<file path="src/rtl/sd_audio_out_if.sv">
`default_nettype none
// ============================================================================
// Module   : sd_audio_out_if
// Purpose  : Sample stream handshake between the sound synthesis block
//            (master) and the audio output stage (slave).
// Signals  : s_data  - signed sample, two's complement, SAMPLE_W bits
//            s_valid - s_data holds a sample
//            s_ready - consumer can accept a sample this cycle
// Revision : 1.0 - initial release
// ============================================================================
interface sd_audio_out_if #(
    parameter int SAMPLE_W = 12
) ();
    logic signed [SAMPLE_W-1:0] s_data;
    logic                       s_valid;
    logic                       s_ready;

    modport master (output s_data, output s_valid, input s_ready);
    modport slave  (input s_data, input s_valid, output s_ready);
endinterface
`default_nettype wire

</file>
<file path="src/rtl/sd_audio_out.sv">
`default_nettype none
// ============================================================================
// Module   : sd_audio_out
// Purpose  : Audio output stage. Requests samples at a fixed rate, holds the
//            last sample on underrun, applies a shift-based soft ramp on
//            reset/mute and converts to a 1-bit stream with a first-order
//            sigma-delta modulator.
// Ports    : clk      - clock
//            rst_n    - synchronous active-low reset
//            s_if     - sample stream (slave side: s_data, s_valid, s_ready)
//            mute     - level, 1 = ramp to silence and hold
//            snd_out  - registered sigma-delta bitstream
//            underrun - one-cycle pulse, a tick found no sample this period
//            active   - high while in the RUN state
// Options  : SD_AUDIO_DITHER_EN - when defined, a 16-bit Galois LFSR
//            (seed 0xACE1, taps 0xB400) feeds the modulator carry-in.
// Revision : 1.0 - initial release
// ============================================================================
module sd_audio_out #(
    parameter int SAMPLE_W      = 12,
    parameter int SAMPLE_PERIOD = 1024,
    parameter int RAMP_DIV      = 64
) (
    input  logic          clk,
    input  logic          rst_n,
    sd_audio_out_if.slave s_if,
    input  logic          mute,
    output logic          snd_out,
    output logic          underrun,
    output logic          active
);

    localparam int CNT_W   = $clog2(SAMPLE_PERIOD);
    localparam int RAMP_W  = (RAMP_DIV > 1) ? $clog2(RAMP_DIV) : 1;
    localparam int SHIFT_W = $clog2(SAMPLE_W + 1);

    localparam logic [CNT_W-1:0]   CNT_LAST  = CNT_W'(SAMPLE_PERIOD - 1);
    localparam logic [RAMP_W-1:0]  RAMP_LAST = RAMP_W'(RAMP_DIV - 1);
    localparam logic [SHIFT_W-1:0] SHIFT_OFF = SHIFT_W'(SAMPLE_W);
    localparam logic [SHIFT_W-1:0] SHIFT_ONE = SHIFT_W'(1);
    localparam logic [SHIFT_W-1:0] SHIFT_PRE = SHIFT_W'(SAMPLE_W - 1);

    typedef enum logic [2:0] {
        ST_IDLE      = 3'd0,
        ST_RAMP_UP   = 3'd1,
        ST_RUN       = 3'd2,
        ST_RAMP_DOWN = 3'd3,
        ST_MUTED     = 3'd4
    } state_t;

    // ------------------------------------------------------------------
    // Registers
    // ------------------------------------------------------------------
    logic [CNT_W-1:0]           cnt_q,          cnt_d;
    logic                       s_ready_q,      s_ready_d;
    logic signed [SAMPLE_W-1:0] pending_q,      pending_d;
    logic                       pending_full_q, pending_full_d;
    logic signed [SAMPLE_W-1:0] cur_sample_q,   cur_sample_d;
    logic                       underrun_q,     underrun_d;
    state_t                     state_q,        state_d;
    logic [RAMP_W-1:0]          ramp_cnt_q,     ramp_cnt_d;
    logic [SHIFT_W-1:0]         shift_q,        shift_d;
    logic [SAMPLE_W-1:0]        acc_q,          acc_d;
    logic                       c_q,            c_d;
    logic                       snd_out_q,      snd_out_d;

    // Combinational helpers
    logic                       tick;
    logic                       xfer;
    logic                       ramp_wrap;
    logic signed [SAMPLE_W-1:0] shifted;
    logic signed [SAMPLE_W-1:0] x_eff;
    logic [SAMPLE_W-1:0]        u;
    logic [SAMPLE_W:0]          sum;
    logic                       cin;

    // ------------------------------------------------------------------
    // Optional dither source for the modulator carry-in
    // ------------------------------------------------------------------
`ifdef SD_AUDIO_DITHER_EN
    logic [15:0] lfsr_q, lfsr_d;

    always_comb begin
        lfsr_d = lfsr_q >> 1;
        if (lfsr_q[0]) begin
            lfsr_d = (lfsr_q >> 1) ^ 16'hB400;
        end
    end

    always_ff @(posedge clk) begin
        if (!rst_n) begin
            lfsr_q <= 16'hACE1;
        end else begin
            lfsr_q <= lfsr_d;
        end
    end

    assign cin = lfsr_q[0];
`else
    assign cin = 1'b0;
`endif

    // ------------------------------------------------------------------
    // Sample pacing and handshake
    // ------------------------------------------------------------------
    always_comb begin
        tick  = (cnt_q == CNT_LAST);
        cnt_d = tick ? '0 : cnt_q + CNT_W'(1);
        xfer  = s_if.s_valid & s_ready_q;

        pending_d      = pending_q;
        pending_full_d = pending_full_q;
        cur_sample_d   = cur_sample_q;
        underrun_d     = 1'b0;

        if (tick) begin
            if (pending_full_q) begin
                cur_sample_d   = pending_q;
                pending_full_d = 1'b0;
            end else if (xfer) begin
                // Arrived exactly on the tick: use it directly, pending
                // stays empty and this still counts as on time.
                cur_sample_d = s_if.s_data;
            end else begin
                underrun_d = 1'b1;
            end
        end else if (xfer) begin
            pending_d      = s_if.s_data;
            pending_full_d = 1'b1;
        end

        // s_ready is a registered copy of "pending will be empty".
        s_ready_d = ~pending_full_d;
    end

    // ------------------------------------------------------------------
    // Ramp FSM: advances only on sample ticks
    // ------------------------------------------------------------------
    always_comb begin
        state_d    = state_q;
        shift_d    = shift_q;
        ramp_cnt_d = ramp_cnt_q;
        ramp_wrap  = (ramp_cnt_q == RAMP_LAST);

        if (tick) begin
            case (state_q)
                ST_IDLE: begin
                    ramp_cnt_d = '0;
                    state_d    = mute ? ST_MUTED : ST_RAMP_UP;
                end
                ST_RAMP_UP: begin
                    if (mute) begin
                        state_d    = ST_RAMP_DOWN;
                        ramp_cnt_d = '0;
                    end else if (shift_q == '0) begin
                        // Re-entered with nothing left to ramp.
                        state_d    = ST_RUN;
                        ramp_cnt_d = '0;
                    end else if (ramp_wrap) begin
                        shift_d    = shift_q - SHIFT_ONE;
                        ramp_cnt_d = '0;
                        if (shift_q == SHIFT_ONE) begin
                            state_d = ST_RUN;
                        end
                    end else begin
                        ramp_cnt_d = ramp_cnt_q + RAMP_W'(1);
                    end
                end
                ST_RUN: begin
                    shift_d = '0;
                    if (mute) begin
                        state_d    = ST_RAMP_DOWN;
                        ramp_cnt_d = '0;
                    end
                end
                ST_RAMP_DOWN: begin
                    if (!mute) begin
                        state_d    = ST_RAMP_UP;
                        ramp_cnt_d = '0;
                    end else if (shift_q == SHIFT_OFF) begin
                        state_d    = ST_MUTED;
                        ramp_cnt_d = '0;
                    end else if (ramp_wrap) begin
                        shift_d    = shift_q + SHIFT_ONE;
                        ramp_cnt_d = '0;
                        if (shift_q == SHIFT_PRE) begin
                            state_d = ST_MUTED;
                        end
                    end else begin
                        ramp_cnt_d = ramp_cnt_q + RAMP_W'(1);
                    end
                end
                ST_MUTED: begin
                    shift_d = SHIFT_OFF;
                    if (!mute) begin
                        state_d    = ST_RAMP_UP;
                        ramp_cnt_d = '0;
                    end
                end
                default: begin
                    state_d    = ST_IDLE;
                    shift_d    = SHIFT_OFF;
                    ramp_cnt_d = '0;
                end
            endcase
        end
    end

    always_ff @(posedge clk) begin
        if (!rst_n) begin
            state_q    <= ST_IDLE;
            ramp_cnt_q <= '0;
            shift_q    <= SHIFT_OFF;
        end else begin
            state_q    <= state_d;
            ramp_cnt_q <= ramp_cnt_d;
            shift_q    <= shift_d;
        end
    end

    // ------------------------------------------------------------------
    // Attenuation, offset conversion and first-order modulator
    // ------------------------------------------------------------------
    always_comb begin
        // Shift kept in its own signed assignment so it stays arithmetic.
        shifted   = cur_sample_q >>> shift_q;
        x_eff     = (shift_q == SHIFT_OFF) ? '0 : shifted;
        // MSB inversion maps two's complement onto an unsigned 0..2^W-1
        // range centred at mid-scale.
        u         = {~x_eff[SAMPLE_W-1], x_eff[SAMPLE_W-2:0]};
        sum       = {1'b0, acc_q} + {1'b0, u} + {{SAMPLE_W{1'b0}}, cin};
        acc_d     = sum[SAMPLE_W-1:0];
        c_d       = sum[SAMPLE_W];
        snd_out_d = c_q;
    end

    always_ff @(posedge clk) begin
        if (!rst_n) begin
            cnt_q          <= '0;
            s_ready_q      <= 1'b0;
            pending_q      <= '0;
            pending_full_q <= 1'b0;
            cur_sample_q   <= '0;
            underrun_q     <= 1'b0;
            acc_q          <= '0;
            c_q            <= 1'b0;
            snd_out_q      <= 1'b0;
        end else begin
            cnt_q          <= cnt_d;
            s_ready_q      <= s_ready_d;
            pending_q      <= pending_d;
            pending_full_q <= pending_full_d;
            cur_sample_q   <= cur_sample_d;
            underrun_q     <= underrun_d;
            acc_q          <= acc_d;
            c_q            <= c_d;
            snd_out_q      <= snd_out_d;
        end
    end

    assign s_if.s_ready = s_ready_q;
    assign snd_out      = snd_out_q;
    assign underrun     = underrun_q;
    assign active       = (state_q == ST_RUN);

endmodule
`default_nettype wire

</file>
<file path="src/flat_wrapper.sv">
// flat-port wrapper written by rule: the top's interface ports become plain ports
module sd_audio_out_flat 
#(
    parameter int SAMPLE_W      = 12,
    parameter int SAMPLE_PERIOD = 1024,
    parameter int RAMP_DIV      = 64
)
  (clk, rst_n, mute, snd_out, underrun, active, s_if_s_data, s_if_s_valid, s_if_s_ready);
  sd_audio_out_if #(.SAMPLE_W(SAMPLE_W)) s_if_i ();
  input  logic clk;
  input  logic rst_n;
  input  logic mute;
  output logic snd_out;
  output logic underrun;
  output logic active;
  input wire logic [$bits(s_if_i.s_data)-1:0] s_if_s_data;
  input wire logic [$bits(s_if_i.s_valid)-1:0] s_if_s_valid;
  output wire logic [$bits(s_if_i.s_ready)-1:0] s_if_s_ready;
  assign s_if_i.s_data = s_if_s_data;
  assign s_if_i.s_valid = s_if_s_valid;
  assign s_if_s_ready = s_if_i.s_ready;
  sd_audio_out #(.SAMPLE_W(SAMPLE_W), .SAMPLE_PERIOD(SAMPLE_PERIOD), .RAMP_DIV(RAMP_DIV)) u_core (.clk(clk), .rst_n(rst_n), .s_if(s_if_i), .mute(mute), .snd_out(snd_out), .underrun(underrun), .active(active));
endmodule
</file>
<file path="config.mk">
export PLATFORM = sky130hd
export DESIGN_NAME = sd_audio_out_flat
export DESIGN_NICKNAME = d
export VERILOG_FILES = /design/src/rtl/sd_audio_out_if.sv /design/src/rtl/sd_audio_out.sv /design/src/flat_wrapper.sv
export SDC_FILE = /design/constraint.sdc
export NUM_CORES = 1
export LEC_CHECK = 0
export CORE_MARGIN = 4
export CORE_UTILIZATION = 66
export CTS_BUF_LIST = sky130_fd_sc_hd__clkbuf_8
export DETAILED_ROUTE_END_ITERATION = 8
export DONT_BUFFER_PORTS = 1
export GPL_TIMING_DRIVEN = 0
export HOLD_SLACK_MARGIN = 0.1
export PLACE_DENSITY = 0.94
export SETUP_SLACK_MARGIN = 0.3
export SYNTH_ARGS = -nofsm -noshare
export SYNTH_HDL_FRONTEND = slang
export SYNTH_SLANG_ARGS = --single-unit
export TNS_END_PERCENT = 20
</file>
<file path="constraint.sdc">
create_clock -name clk -period 4.1 [get_ports clk]
set_input_delay 0.41 -clock clk [delete_from_list [all_inputs] [get_ports clk]]
set_output_delay 0.41 -clock clk [all_outputs]
set_load 0.03 [all_outputs]
</file>
==> results of run 1 <==
==> flip-flops by register name, indices dropped and copies added, names as in the netlist <==
name,count
u_core.pending_full_q,1
u_core.state_q,3
u_core.ramp_cnt_q,6
u_core.pending_q,12
u_core.s_if.s_ready,1
u_core.c_q,1
u_core.shift_q,4
u_core.underrun,1
u_core.snd_out,1
u_core.cur_sample_q,12
u_core.cnt_q,10
u_core.acc_q,12
==> critical path: stages (launching register included) <==
cell	delay (ps)
dfxtp_1	340
clkbuf_4	190
buf_6	160
inv_1	170
ha_4	200
and2b_2	230
mux4_2	480
ha_1	240
fa_2	400
a211oi_4	290
o21ai_0	200
a41o_1	330
a221oi_2	270
nor2_1	70
==> synthesized netlist by cell type, types with 10 or more instances <==
cell | count | area share
nand2_1 | 30 | 0.030
xor2_1 | 11 | 0.025
dfxtp_1 | 64 | 0.34
clkbuf_1 | 15 | 0.015
ha_1 | 17 | 0.056
a21oi_1 | 26 | 0.034
mux4_2 | 10 | 0.059
a211oi_1 | 18 | 0.036
o21ai_0 | 16 | 0.021
nand3_1 | 13 | 0.017
mux2i_1 | 33 | 0.087
nor2_1 | 70 | 0.069
==> area by class of cell <==
cell class	count	area, sq um
multi-input combinational	335	2390
fill	336	1399
sequential	64	1281
buffer	28	135.1
clock buffer	9	123.9
tap	72	90.09
clock inverter	7	72.57
inverter	9	33.78
timing repair buffer	2	15.01
==> per-layer routing <==
metal  part of all wire  vias up  GRT usage
li1                   -     1596          -
met1               0.39     1656     0.3223
met2               0.47      217     0.4606
met3              0.088       61    0.06910
met4              0.049        0     0.1374
met5                  0        -          0
==> worst paths after layout <==
path                             startpoint                               end  slack [ps]  cells past startpoint
max          u_core.shift_q[0]$_SDFFE_PN0P_             u_core.c_q$_SDFF_PN0_         400                     13
min                          s_if_s_data[6]  u_core.pending_q[6]$_SDFFE_PN0P_         200                      2
max reg2reg  u_core.shift_q[0]$_SDFFE_PN0P_             u_core.c_q$_SDFF_PN0_         400                     13
min reg2reg           u_core.c_q$_SDFF_PN0_         u_core.snd_out$_SDFF_PN0_         460                      1
==> power by group through the flow <==
stage | combinational [mW] | sequential [mW] | clock (mW)
after floorplan | 0.0499 | 0.655 | 0
after global placement | 0.0609 | 0.656 | 0
after detailed placement | 0.0646 | 0.657 | 0
after CTS | 0.0658 | 0.643 | 0.546
after global routing | 0.0746 | 0.644 | 0.578
final | 0.0681 | 0.643 | 0.554
==> stage by stage <==
| step | utilization | power [mW] | cells | area (sq um) | hold slack, ps |
|---|---|---|---|---|---|
| 2_1_floorplan | - | 0.7049 | 436 | 3790 | 411.9 |
| 3_3_place_gp | 0.7003 | 0.7174 | 508 | 3880 | 415.2 |
| 3_5_place_dp | 0.7003 | 0.7218 | 508 | 3880 | 428.0 |
| 4_1_cts | 0.7378 | 1.255 | 524 | 4088 | 198.8 |
| 5_1_grt | 0.7475 | 1.297 | 526 | 4141 | 208.5 |
| 6_report | 0.7475 | 1.265 | 526 | 4141 | 199.6 |
==> repair_timing <==
item / CTS / global route
endpoints found under the hold margin: 0 / 0
setup endpoints to repair: 3 / 3
setup buffers: 0 / 2
resized for setup: 4 / 9
pin swaps: 0 / 1
==> cell families (layout without fill, tap and decap cells) <==
| family | after synthesis | count (layout) | share of synthesized area |
|---|---|---|---|
| and+or+nand+nor | 163 | 163 | 0.2067 |
| muxes | 46 | 46 | 0.1555 |
| DFF | 64 | 64 | 0.3381 |
| buffers and inverters | 37 | 55 | 0.04192 |
| AOI/OAI and AO/OA | 93 | 93 | 0.1618 |
| xor gates and xnor gates | 15 | 15 | 0.03466 |
| adders and majority gates | 18 | 18 | 0.06141 |
==> impl_metrics.toml, run 1 <==
[yosys]
ys_ff_latch = 64
yosysWarnings = 0
synthDistinctLibCells = 61
synth-edff-count = 0
syn_area_sq_um = 3790
synth_fp_nets = 470
ys_async_sr_fraction = 0
ys.flop_type = "dfxtp_1"
seq_area_frac_synth = 0.3381
synth_cells = 436
syn_area_per_cell_sq_um = 8.692

[grt]
grt_pass1_vias = 3358
grtUsageTotal = 0.2737
gr-total-overflow = 0
grt_start_max_net_pins = 13
grt_pass1_wl_um = 15620
antenna_found_initial = 0

[detailed_routing]
via_count = 3530
postRouteAntennaNets = 0
finalWirelength_um = 9927
drt_first_pass_iters = 5
via_per_inst = 6.711
drt_iter0_drc = 476
drt-wirelength-per-cell_um = 18.87
drc = 0

[sta]
hold_viol_final = 0
period_needed_ps = 3701
relSlewSlack = 0.3541
drv_slew = 0
fin_skew_ps = 11.29
setup_ws_ps = 398.8
finalSetupViolations = 0
setup_tns_ps = 0
worst_pin_slew_ps = 953.7
min_period_over_period = 0.9027
max_freq_mhz = 270.2
grt_setup_unrepaired = "no"

[clocking]
cts_sinks = 64
clock-root-buffer = "clkbuf_8"
clk-insertion-delay-late_ps = 360
numCtsBuffers = 9
cts.reportedPaths.clkPinSlew_ps = 80
cts_tree = "done"
h-tree-depth = 3
cts_hold_buf = 0
cts.path.max_buffers = 2

[pwr]
max-vdd-ir-drop_mv = 0.3722
pwr-share-comb = 0.054
swShare = 0.2584
netSwitchingPower_uw = 327.0
powerDensity_nw_per_um2 = 305.6
power_frac_clock = 0.438
p_leak_nw = 1.662
pwr-share-seq = 0.508
internal-power_uw = 938.5

[layout]
layout_common_cells = "nor2_1, dfxtp_1, mux2i_1"
fin_nets = 483
drive_above_1_share = 0.1233
layout_commonest_cell = "nor2_1"
diodes = 0
syn_to_final_growth_pct = 9.277

[floorplan]
start_util = 0.6841
dieWidth_um = 83.78
io-pin-count = 20
die_area_sq_um = 7018
die_h_um = 83.78
rows = 27
core_area_sq_um = 5540

[placed_design]
post-place-ws_ps = 148.8
hpwl_um = 6408
numPortBuffers = 0
gp_congestion = 0.9309

[critical_path]
worst-setup-path-type = "reg2reg"
crit_arrival_ps = 3930
startpoint_type = "flop"
cp_data_required_time_ps = 4330
end_kind = "flop"
worstPathMaxFanout = 10

[worst_hold_path]
hold_path.class = "in2reg"

[outcome]
outcome = "completed"

[job]
maxCapViolations = 0
Power figures use the tool's default switching activity.
==> run 2: changes to the inputs <==
--- a/config.mk
+++ b/config.mk
@@ -5,6 +5,8 @@
 export SDC_FILE = /design/constraint.sdc
 export NUM_CORES = 1
 export LEC_CHECK = 0
+export ABC_AREA = 1
+export CORE_ASPECT_RATIO = 1.5
 export CORE_MARGIN = 4
 export CORE_UTILIZATION = 66
 export CTS_BUF_LIST = sky130_fd_sc_hd__clkbuf_8
==> run 2 against run 1 <==
Net effect:
- critical endpoint is now u_core.acc_q[11]$_SDFF_PN0_
- clock skew fell by 2.8 ps
- worst hold slack better by 3.9 ps
- highest routed layer unchanged
- die area rose by 3.9%
- clock-buffer cell count is the same
- combinational power decreased by 19%
- total power down 1.5%
- design area rose by 2.1%
- global-route usage shrank 1.3 points
- critical path type unchanged
- core utilization shrank 1.7 points
- register-to-register slack better by 630 ps
- critical path depth up 1
- synthesized cell count rose by 43%
==> impl_metrics.toml, run 2 <==
[grt]
grt_util_met3 = 0.04098
antenna_found_initial = 0
grtUsageTotal = 0.2609
use_met2 = 0.4803
gr-total-overflow = 0
grt_pass1_wl_um = 15570
met1_usage = 0.2755
busiest_layer = "met2"
grt_start_max_net_pins = 13
grt_pass1_vias = 3877

[yosys]
ys.flop_type = "dfxtp_1"
ys_async_sr_fraction = 0
synthDistinctLibCells = 32
syn_area_sq_um = 3939
ys_ff_latch = 64
seq_area_frac_synth = 0.3253
syn_area_per_cell_sq_um = 6.302
synth_fp_nets = 659
synth.top_cells.by_count = "nand2_1, nor2_1, inv_1"
synth_cells = 625
synth-edff-count = 0
synth_top_cell_by_area = "dfxtp_1"
yosysWarnings = 0
yosysMostFrequentCell = "nand2_1"
synth.top_cells.by_area = "dfxtp_1, nand2_1, o21ai_0"
yosysTopAreaCellShare = 0.3253

[sta]
setup_tns_ps = 0
finalSetupViolations = 0
max_freq_mhz = 325.4
fin_skew_ps = 8.491
period_needed_ps = 3073
relSlewSlack = 0.6189
grt_setup_unrepaired = "no"
drv_slew = 0
whs_ps = 203.5
worst_pin_slew_ps = 571.6
min_period_over_period = 0.7496
hold_viol_final = 0

[clocking]
cts_hold_buf = 0
postCtsSetupBuffers = 0
ctsResizeCount = 0
numCtsBuffers = 9
cts.path.max_buffers = 2
clock-root-buffer = "clkbuf_8"
clk-insertion-delay-late_ps = 350
cts_tree = "done"
h-tree-depth = 3
cts_sinks = 64
cts.reportedPaths.clkPinSlew_ps = 70

[placed_design]
dpl_cell_area_sq_um = 4029
hpwl_um = 6693
numPortBuffers = 0
gp_congestion = 0.8838
dp_cells = 697

[layout]
layout_common_cells = "nand2_1, nor2_1, inv_1"
diodes = 0
fin_nets = 670
top_regs = "u_core.acc_q (12), u_core.cur_sample_q (12), u_core.pending_q (12)"
layout_commonest_cell = "nand2_1"
final_cell_area_sq_um = 4227
drive_above_1_share = 0.07020
fin_cells = 713
fillers = 483
syn_to_final_growth_pct = 7.306

[pwr]
powerDensity_nw_per_um2 = 295.0
p_leak_nw = 1.990
total_power_mw = 1.247
max-vdd-ir-drop_mv = 0.3553

[worst_hold_path]
hold_path.startpoint = "s_if_s_data[6]"
hold_path.class = "in2reg"
hold_depth = 2
holdPathEnd = "u_core.pending_q[6]$_SDFFE_PN0P_"

[detailed_routing]
via_per_inst = 5.592
via_count = 3987
drt_iter0_drc = 190
drt_first_pass_iters = 5
finalWirelength_um = 9001
drt-wirelength-per-cell_um = 12.62
postRouteAntennaNets = 0
drc = 0

[critical_path]
end_kind = "flop"
ff2ff_path_depth = 14
crit_arrival_ps = 3360
worst_r2r_endpoint = "u_core.acc_q[11]$_SDFF_PN0_"
r2r-start = "u_core.shift_q[1]$_SDFFE_PN0P_"
r2r_slack_ps = 1030
worst-setup-path-type = "reg2reg"
startpoint_type = "flop"
worstPathMaxFanout = 11
cp_data_required_time_ps = 4390

[floorplan]
dieWidth_um = 71.08
core_area_sq_um = 5786
io-pin-count = 20
start_util = 0.6808
rows = 34
die_area_sq_um = 7293
die_h_um = 102.6

[job]
maxCapViolations = 0

[outcome]
outcome = "completed"
run 2: layout make-up:
class	count	area (sq um)	area share
Buffer	19	98.84	0.02339
Clock buffer	9	123.9	0.02931
Clock inverter	7	73.82	0.01747
Inverter	76	285.3	0.06750
Multi-Input combinational cell	466	2273	0.5379
Sequential cell	64	1281	0.3031
Tap cell	72	90.09	0.02131
run 2: power breakdown:
| part | internal (mW) | switching [mW] |
|---|---|---|
| clock network | 0.280 | 0.264 |
| registers | 0.636 | 0.0113 |
| logic | 0.0172 | 0.0383 |
run 2: worst max path at each step:
stage                                   startpoint                     endpoint  cells past startpoint
floorplan           u_core.shift_q[0]$_SDFFE_PN0P_        u_core.c_q$_SDFF_PN0_                     17
global placement    u_core.shift_q[1]$_SDFFE_PN0P_   u_core.acc_q[7]$_SDFF_PN0_                     13
detailed placement  u_core.shift_q[1]$_SDFFE_PN0P_   u_core.acc_q[8]$_SDFF_PN0_                     14
CTS                 u_core.shift_q[1]$_SDFFE_PN0P_   u_core.acc_q[8]$_SDFF_PN0_                     14
global route        u_core.shift_q[1]$_SDFFE_PN0P_   u_core.acc_q[8]$_SDFF_PN0_                     14
finish              u_core.shift_q[1]$_SDFFE_PN0P_  u_core.acc_q[11]$_SDFF_PN0_                     14
run 2: per-stage QoR:
stage | utilization | setup slack [ps]
detailed placement | 0.6964 | 1093
global placement | 0.6964 | 1147
floorplan | - | 1584
finish | 0.7305 | 1027
global route | 0.7305 | 586.9
CTS | 0.7305 | 1085
run 2: per-layer routing:
layer / routed length (um) / vias to the layer above
met2: 4669 / 124
met4: 272 / 0
met1: 3644 / 1796
li1: - / 2034
met5: 0 / -
met3: 414 / 33
run 2: logic make-up (layout without fill, tap and decap cells):
logic type                 count (synthesis)  count (layout)  synth area share
AOI/OAI and AO/OA                        113             113            0.1468
DFF                                       64              64            0.3253
xor gates and xnor gates                   4               4          0.008896
buffers and inverters                     95             111           0.09752
adders and majority gates                 18              18           0.05908
and+or+nand+nor                          331             331            0.3625
run 2: worst max-delay path: stages, from the launching register on:
cell	delay (ps)
dfxtp_1	330
buf_2	170
clkinv_1	280
ha_1	330
nand3_1	240
clkinv_1	280
a21oi_1	220
ha_1	330
a21oi_1	220
nand2_1	150
nand3_1	100
nand3_1	130
nand2_1	90
nand2_1	50
nor2_1	80
